==> config.mk <==
export PLATFORM = sky130hd
export DESIGN_NAME = idex_pipe_reg
export DESIGN_NICKNAME = d
export VERILOG_FILES = /design/src/rtl/idex_pipe_reg.sv
export SDC_FILE = /design/constraint.sdc
export NUM_CORES = 1
export LEC_CHECK = 0
export ABC_AREA = 1
export BUFFER_PORTS_ARGS = -buffer_cell sky130_fd_sc_hd__buf_2
export CORE_AREA = 2 2 338 340
export CTS_BUF_LIST = sky130_fd_sc_hd__clkbuf_8
export DETAILED_ROUTE_END_ITERATION = 16
export DIE_AREA = 0 0 340 342
export MAX_ROUTING_LAYER = met4
export RECOVER_POWER = 100
export SYNTH_ARGS = -nofsm -noshare
export SYNTH_HDL_FRONTEND = slang
export SYNTH_SLANG_ARGS = --single-unit
export TNS_END_PERCENT = 20
==> constraint.sdc <==
create_clock -name clk -period 17.4 [get_ports clk]
set_input_delay 3.48 -clock clk [delete_from_list [all_inputs] [get_ports clk]]
set_output_delay 3.48 -clock clk [all_outputs]
set_load 0.02 [all_outputs]
==> src/rtl/idex_pipe_reg.sv <==
// ID/EX pipeline register with valid/ready handshake, flush/hazard bubbles and WB operand refresh.
// Optional macro IDEX_WB_BYPASS_EN: forward a same-cycle WB write into the captured operands.
module idex_pipe_reg #(
  parameter int                 XLEN      = 64,
  parameter int                 CTRL_W    = 32,
  parameter logic [CTRL_W-1:0]  SIDE_MASK = {CTRL_W{1'b0}}
) (
  input  logic              clk,
  input  logic              rst,
  input  logic              in_valid,
  output logic              in_ready,
  input  logic [XLEN-1:0]   in_pc,
  input  logic [XLEN-1:0]   in_snxt_pc,
  input  logic [31:0]       in_instr,
  input  logic [4:0]        in_rs1,
  input  logic [4:0]        in_rs2,
  input  logic [4:0]        in_rd,
  input  logic [XLEN-1:0]   in_rs1_data,
  input  logic [XLEN-1:0]   in_rs2_data,
  input  logic [XLEN-1:0]   in_imm,
  input  logic [CTRL_W-1:0] in_ctrl,
  input  logic              flush,
  input  logic              hz_bubble,
  input  logic              wb_en,
  input  logic [4:0]        wb_rd,
  input  logic [XLEN-1:0]   wb_data,
  output logic              out_valid,
  input  logic              out_ready,
  output logic [XLEN-1:0]   out_pc,
  output logic [XLEN-1:0]   out_snxt_pc,
  output logic [XLEN-1:0]   out_rs1_data,
  output logic [XLEN-1:0]   out_rs2_data,
  output logic [XLEN-1:0]   out_imm,
  output logic [31:0]       out_instr,
  output logic [4:0]        out_rs1,
  output logic [4:0]        out_rs2,
  output logic [4:0]        out_rd,
  output logic [CTRL_W-1:0] out_ctrl
);

  logic              valid_q, valid_d;
  logic [XLEN-1:0]   pc_q, pc_d, snxt_q, snxt_d, imm_q, imm_d;
  logic [XLEN-1:0]   rs1_data_q, rs1_data_d, rs2_data_q, rs2_data_d;
  logic [31:0]       instr_q, instr_d;
  logic [4:0]        rs1_q, rs1_d, rs2_q, rs2_d, rd_q, rd_d;
  logic [CTRL_W-1:0] ctrl_q, ctrl_d;

  logic            advance, capture, hold, wb_live;
  logic            refresh1, refresh2;
  logic [XLEN-1:0] cap_rs1_data, cap_rs2_data;

  always_comb begin
    advance  = !valid_q | out_ready;
    in_ready = advance & !hz_bubble & !flush;
    capture  = in_valid & in_ready;
    hold     = !advance & !flush;
    wb_live  = wb_en & (wb_rd != 5'd0);
    refresh1 = hold & valid_q & wb_live & (wb_rd == rs1_q);
    refresh2 = hold & valid_q & wb_live & (wb_rd == rs2_q);
  end

  always_comb begin
`ifdef IDEX_WB_BYPASS_EN
    cap_rs1_data = (wb_live && wb_rd == in_rs1) ? wb_data : in_rs1_data;
    cap_rs2_data = (wb_live && wb_rd == in_rs2) ? wb_data : in_rs2_data;
`else
    cap_rs1_data = in_rs1_data;
    cap_rs2_data = in_rs2_data;
`endif
  end

  // Valid follows the bubble priority: flush, hazard, capture, drain, else hold.
  always_comb begin
    valid_d = valid_q;
    if (flush)                      valid_d = 1'b0;
    else if (hz_bubble && advance)  valid_d = 1'b0;
    else if (capture)               valid_d = 1'b1;
    else if (advance)               valid_d = 1'b0;
  end

  always_comb begin
    pc_d       = pc_q;
    snxt_d     = snxt_q;
    imm_d      = imm_q;
    instr_d    = instr_q;
    rs1_d      = rs1_q;
    rs2_d      = rs2_q;
    rd_d       = rd_q;
    ctrl_d     = ctrl_q;
    rs1_data_d = rs1_data_q;
    rs2_data_d = rs2_data_q;
    if (capture) begin
      pc_d       = in_pc;
      snxt_d     = in_snxt_pc;
      imm_d      = in_imm;
      instr_d    = in_instr;
      rs1_d      = in_rs1;
      rs2_d      = in_rs2;
      rd_d       = in_rd;
      ctrl_d     = in_ctrl;
      rs1_data_d = cap_rs1_data;
      rs2_data_d = cap_rs2_data;
    end else begin
      if (refresh1) rs1_data_d = wb_data;
      if (refresh2) rs2_data_d = wb_data;
    end
  end

  always_ff @(posedge clk or posedge rst) begin
    if (rst) begin
      valid_q    <= 1'b0;
      pc_q       <= '0;
      snxt_q     <= '0;
      imm_q      <= '0;
      instr_q    <= '0;
      rs1_q      <= '0;
      rs2_q      <= '0;
      rd_q       <= '0;
      ctrl_q     <= '0;
      rs1_data_q <= '0;
      rs2_data_q <= '0;
    end else begin
      valid_q    <= valid_d;
      pc_q       <= pc_d;
      snxt_q     <= snxt_d;
      imm_q      <= imm_d;
      instr_q    <= instr_d;
      rs1_q      <= rs1_d;
      rs2_q      <= rs2_d;
      rd_q       <= rd_d;
      ctrl_q     <= ctrl_d;
      rs1_data_q <= rs1_data_d;
      rs2_data_q <= rs2_data_d;
    end
  end

  // Side-effect control bits must never leak out of a bubble.
  assign out_ctrl     = valid_q ? ctrl_q : (ctrl_q & ~SIDE_MASK);
  assign out_valid    = valid_q;
  assign out_pc       = pc_q;
  assign out_snxt_pc  = snxt_q;
  assign out_imm      = imm_q;
  assign out_instr    = instr_q;
  assign out_rs1      = rs1_q;
  assign out_rs2      = rs2_q;
  assign out_rd       = rd_q;
  assign out_rs1_data = rs1_data_q;
  assign out_rs2_data = rs2_data_q;

endmodule

Yosys cells after proc, flatten, opt, wreduce, memory -nomap -nowiden
Cells that the tools add are included.
W data, S select, Z words.

storage, ports and cells
  register bits = 400
  latch bits = 0
  RAM bits = 0
  bits in read-only memories = 0
  bits of input ports = 475
  output and inout port bits = 401
  word-level logic and storage cells = 40
  memories = 0

cells by class
  add/sub/neg operators = 0
  multiply operators = 0
  div/mod/pow operators = 0
  $lt $le $gt $ge = 0
  equal/unequal tests = 2
  shifts and indexed selects = 0
  muxes and demuxes = 8
  bitwise operators = 10
  reductions and logical operators = 9

operator list
  cell                 count
  $mux W64             4
  $eq A5 B5 Y1         2
  $and A1 B1 Y1        9
  $reduce_bool A5 Y1   1
  $logic_not A1 Y1     4
  $mux W1              4
  $reduce_bool A2 Y1   2
  $reduce_bool A4 Y1   1
  $logic_and A1 B1 Y1  1
  $or A1 B1 Y1         1

Longest topological paths before layout
  depth after elaboration = 9
  gate-level depth with buffers = 11

Least setup slack after synthesis
No wires, ideal clock.

  path type = in2out
  start = input port out_ready
  end = output port in_ready
  arrival = 4.126 ns
  data required time = 13.920 ns
  slack = 9.794 ns
  stages on the path = 6
  buffers on the path = 2
  cells stage by stage = inv_2 > nand2_1 > nand2_1 > nor2_4 > buf_2 > buf_2

on the way
  longest elaborated chain between the ends = 3

ends and longest elaborated chain
  item                         line  text
  start: declaration           28    input logic out_ready,
  $or A1 B1 Y1                 53    advance = !valid_q | out_ready;
  $and A1 B1 Y1 (2 in series)  54    in_ready = advance & !hz_bubble & !flush;
  end: declaration             11    output logic in_ready,

Every way passes these cells.

Final worst setup path
  start = input port out_ready
  end = register rs1_data_q[58], in the netlist out_rs1_data[58]

on the way
  longest elaborated chain between the ends = 7

ends and longest elaborated chain
  item                          line  text
  $or A1 B1 Y1 *                53
  $logic_not A1 Y1              56    hold = !advance & !flush;
  $and A1 B1 Y1                 56
  $and A1 B1 Y1 (3 in series)   58    refresh1 = hold & valid_q & wb_live & (wb_rd == rs1_q);
  $reduce_bool A2 Y1 (no line)  --
  end signal: assignment        132   rs1_data_q <= rs1_data_d;
  end: declaration              43    logic [XLEN-1:0] rs1_data_q, rs1_data_d, rs2_data_q, rs2_data_d;

Mark *: on every way between the ends. The rest lies on a longest branch, timed or not.
A chain may end at the register's enable or synchronous reset.

==> results.yml <==
run_status:
  outcome: "complete, but fails checks"
  failed_checks: "max-capacitance violations, max-slew violations"
grt:
  grt_pass1_wl_um: 110000
  antenna_found_initial: 29
  grt_pass1_vias: 17409
  grt_max_degree: 188
  groute.usage.overall_pct: 12.8
  overflow: 0
worst_setup_path:
  worstPathRequired_ns: 18.01
  crit_fanout: 130
  crit_slowest_cell: "clkbuf_1"
  crit_top_cell: "nand2_1"
  critPathKind: "in2reg"
  crit_chain: "buf_2 > inv_2 > nand2_1 > nand2_1 > nor2_4 > clkbuf_1 > nand2_1 > buf_12 > nand2_1 > clkbuf_1 > nand2_1 > nand2_1"
  reg2reg_depth: 10
  rr_endpoint: "out_rs1_data[58]$_DFFE_PP0P_"
  critPathArrivalTime_ns: 11.46
  crit_end: "out_rs1_data[58]$_DFFE_PP0P_"
  r2r-start: "out_valid$_DFFE_PP0P_"
  startpoint: "out_ready"
  r2r_setup_slack_ns: 8.93
  startpoint_type: "input pin"
  worst_setup_path_end_kind: "flop"
  slowest_delay_ns: 2.48
power_and_ir_drop:
  finalPower_mw: 2.80
  power_leakage_nw: 12.5
  vdd_drop_max_v: 0.0000658
  power.density_nw_per_um2: 116
floorplanning:
  core_area_um2: 113000
  fp.dieH_um: 342
  die_x_um: 340
  boundaryPins: 876
  start_util_pct: 15.4
  dieArea_um2: 116000
  rows: 124
synthesis:
  syn_nets: 2595
  synth_seq_area_share_pct: 57.4
  avgSynthCellArea_um2: 8.22
  synth_fa_ha_area_share_pct: 0
  yosys_warnings: 0
  synth_cells: 2120
  yosys.area.top_type: "dfrtp_1"
  yosysUniqueCellTypes: 15
  synthMuxAreaShare_pct: 0
  ys_ff_latch: 400
  synth-simple-area-share_pct: 37.1
  yosys.area_share.xor_xnor_pct: 0.503
  yosysTopAreaCellShare_pct: 57.4
  synthesis.area_um2: 17400
  synth_area_leaders: "dfrtp_1 (57%), nand2_1 (22%), nand3_1 (15%)"
  synth_compound_area_share_pct: 0
  synth_top_family_by_area: "simple AND/OR/NAND/NOR gates"
worst_hold_path:
  hp-class: "reg2reg"
  whs_path_depth: 2
detailed_routing:
  final_antenna_net_count: 0
  wl_per_cell_um: 16.9
  vias_per_cell: 3.99
  num_vias: 18058
  dr.pass1.iters: 5
  wirelength_um: 76400
  drcViolationCount: 0
  drt_iter0_markers: 1182
finish:
  drive_gt1_share_pct: 19.9
  area_growth_pct: 38.1
  fin_nets: 3403
  layout.cells.non_filler: 4521
timing:
  fmaxAchievable_mhz: 92.2
  tightest_slew_ns: 5.08
  finalSetupTns_ns: 0
  post-route-min-period_ns: 10.84
  timing.final.crit_share_pct: 62.3
  finClkSkew_ns: 0.0432
  hold_violations: 0
  whs_ns: 0.467
  timing.final.ws_setup_ns: 6.56
  rsz0062_at_grt: "no"
  setup-violations-final: 0
  slew_violations: 606
  slew_headroom_pct: -240
clock_tree:
  cts_resized: 0
  postCtsSetupBuffers: 0
  cts_sinks: 400
  hold_buffers: 0
  h-tree-depth: 3
  cts_tree: "yes"
  numCtsBuffers: 76
  clkTransAtPathRegs_ns: 0.06
  clk_path_buf_depth: 3
  clock_latency_ns: 0.71
  clockRootBuffer: "clkbuf_8"
placement:
  placedCellCount: 4362
  pre_cts_ws_ns: 9.91
  gp_congestion: 0.874
  hpwl_um: 55500
  port_buffers: 875
run:
  drv_cap: 10
-- per-stage QoR --
stage | utilization [%] | instance area (um^2)
floorplan | - | 17400
global placement | 20.4 | 23100
CTS | 21.7 | 24600
detailed placement | 20.4 | 23100
global route | 21.3 | 24100
finish | 21.3 | 24100
-- routing by layer --
metal | part of all wire, % | GRT usage (%)
met1 | 41 | 15.7
met2 | 46 | 19.1
met3 | 9.6 | 4.44
met4 | 3.4 | 4.89
met5 | 0 | -
-- cells in the mapped netlist --
cell type	number
dfrtp_1	400
xnor2_1	8
nand2_2	3
nor2_1	7
buf_2	141
buf_4	3
nor2_4	1
nand3_1	528
nand3b_1	1
clkbuf_1	16
buf_6	6
inv_1	3
nand2_1	1000
xor2_1	2
inv_2	1
-- layout by cell type, fill, tap and decap left out --
cell type,count
buf_12,4
xnor2_1,8
buf_2,473
inv_8,2
inv_2,1
clkinv_4,1
nand2_1,1001
buf_4,9
clkbuf_8,88
nor2_4,1
nand3b_1,1
xor2_1,2
clkinvlp_4,1
clkinv_8,2
inv_12,3
nand3_1,528
inv_1,33
clkinv_2,4
clkinvlp_2,1
nand2_2,2
clkbuf_1,409
diode_2,27
nor2_1,7
buf_8,1
dfrtp_1,400
-- flip-flops by register name, summed over array words and instances, names as in the netlist --
name / cells
out_valid: 1
out_rs2_data: 64
out_rs1: 5
out_snxt_pc: 64
out_ctrl: 32
out_rs2: 5
out_imm: 64
out_pc: 64
out_rs1_data: 64
out_rd: 5
out_instr: 32
-- kinds of logic (layout without fill, tap and decap cells) --
kind of cell,after synthesis,after routing
xor gates and xnor gates,10,10
buffers and inverters,170,1032
other,0,27
and+or+nand+nor,1540,1540
DFF,400,400
-- worst max-delay path: cells and delay by family --
family,cells,cell delay (ns)
simple gates,7,2.50
buf+inv,5,5.26
-- report_power, final --
group	internal (mW)	switching, mW	total [mW]	leakage, nW
clock network	0.468	0.448	0.917	0.866
registers	1.09	0.0997	1.19	4.98
logic	0.191	0.499	0.690	6.70
-- cell type report --
type,instances,area (um^2)
well taps,1512,1890
clock inverters,44,256
multi-input cells,1550,6550
inverters,4,16.3
flip-flops and latches,400,10000
clock buffers,88,1210
fillers,12872,89000
repair buffers,896,4070
diodes,27,67.6
-- worst min-delay path by stage --
stage | from | endpoint | slack (ns)
after floorplan | out_ctrl[0]$_DFFE_PP0N_ | out_ctrl[0]$_DFFE_PP0N_ | 0.58
after global placement | out_snxt_pc[42]$_DFFE_PP0N_ | out_snxt_pc[42]$_DFFE_PP0N_ | 0.45
after detailed placement | out_snxt_pc[8]$_DFFE_PP0N_ | out_snxt_pc[8]$_DFFE_PP0N_ | 0.45
after CTS | out_pc[4]$_DFFE_PP0N_ | out_pc[4]$_DFFE_PP0N_ | 0.47
after global routing | out_pc[5]$_DFFE_PP0N_ | out_pc[5]$_DFFE_PP0N_ | 0.48
final | out_instr[24]$_DFFE_PP0N_ | out_instr[24]$_DFFE_PP0N_ | 0.47
Power figures use the tool's default switching activity.
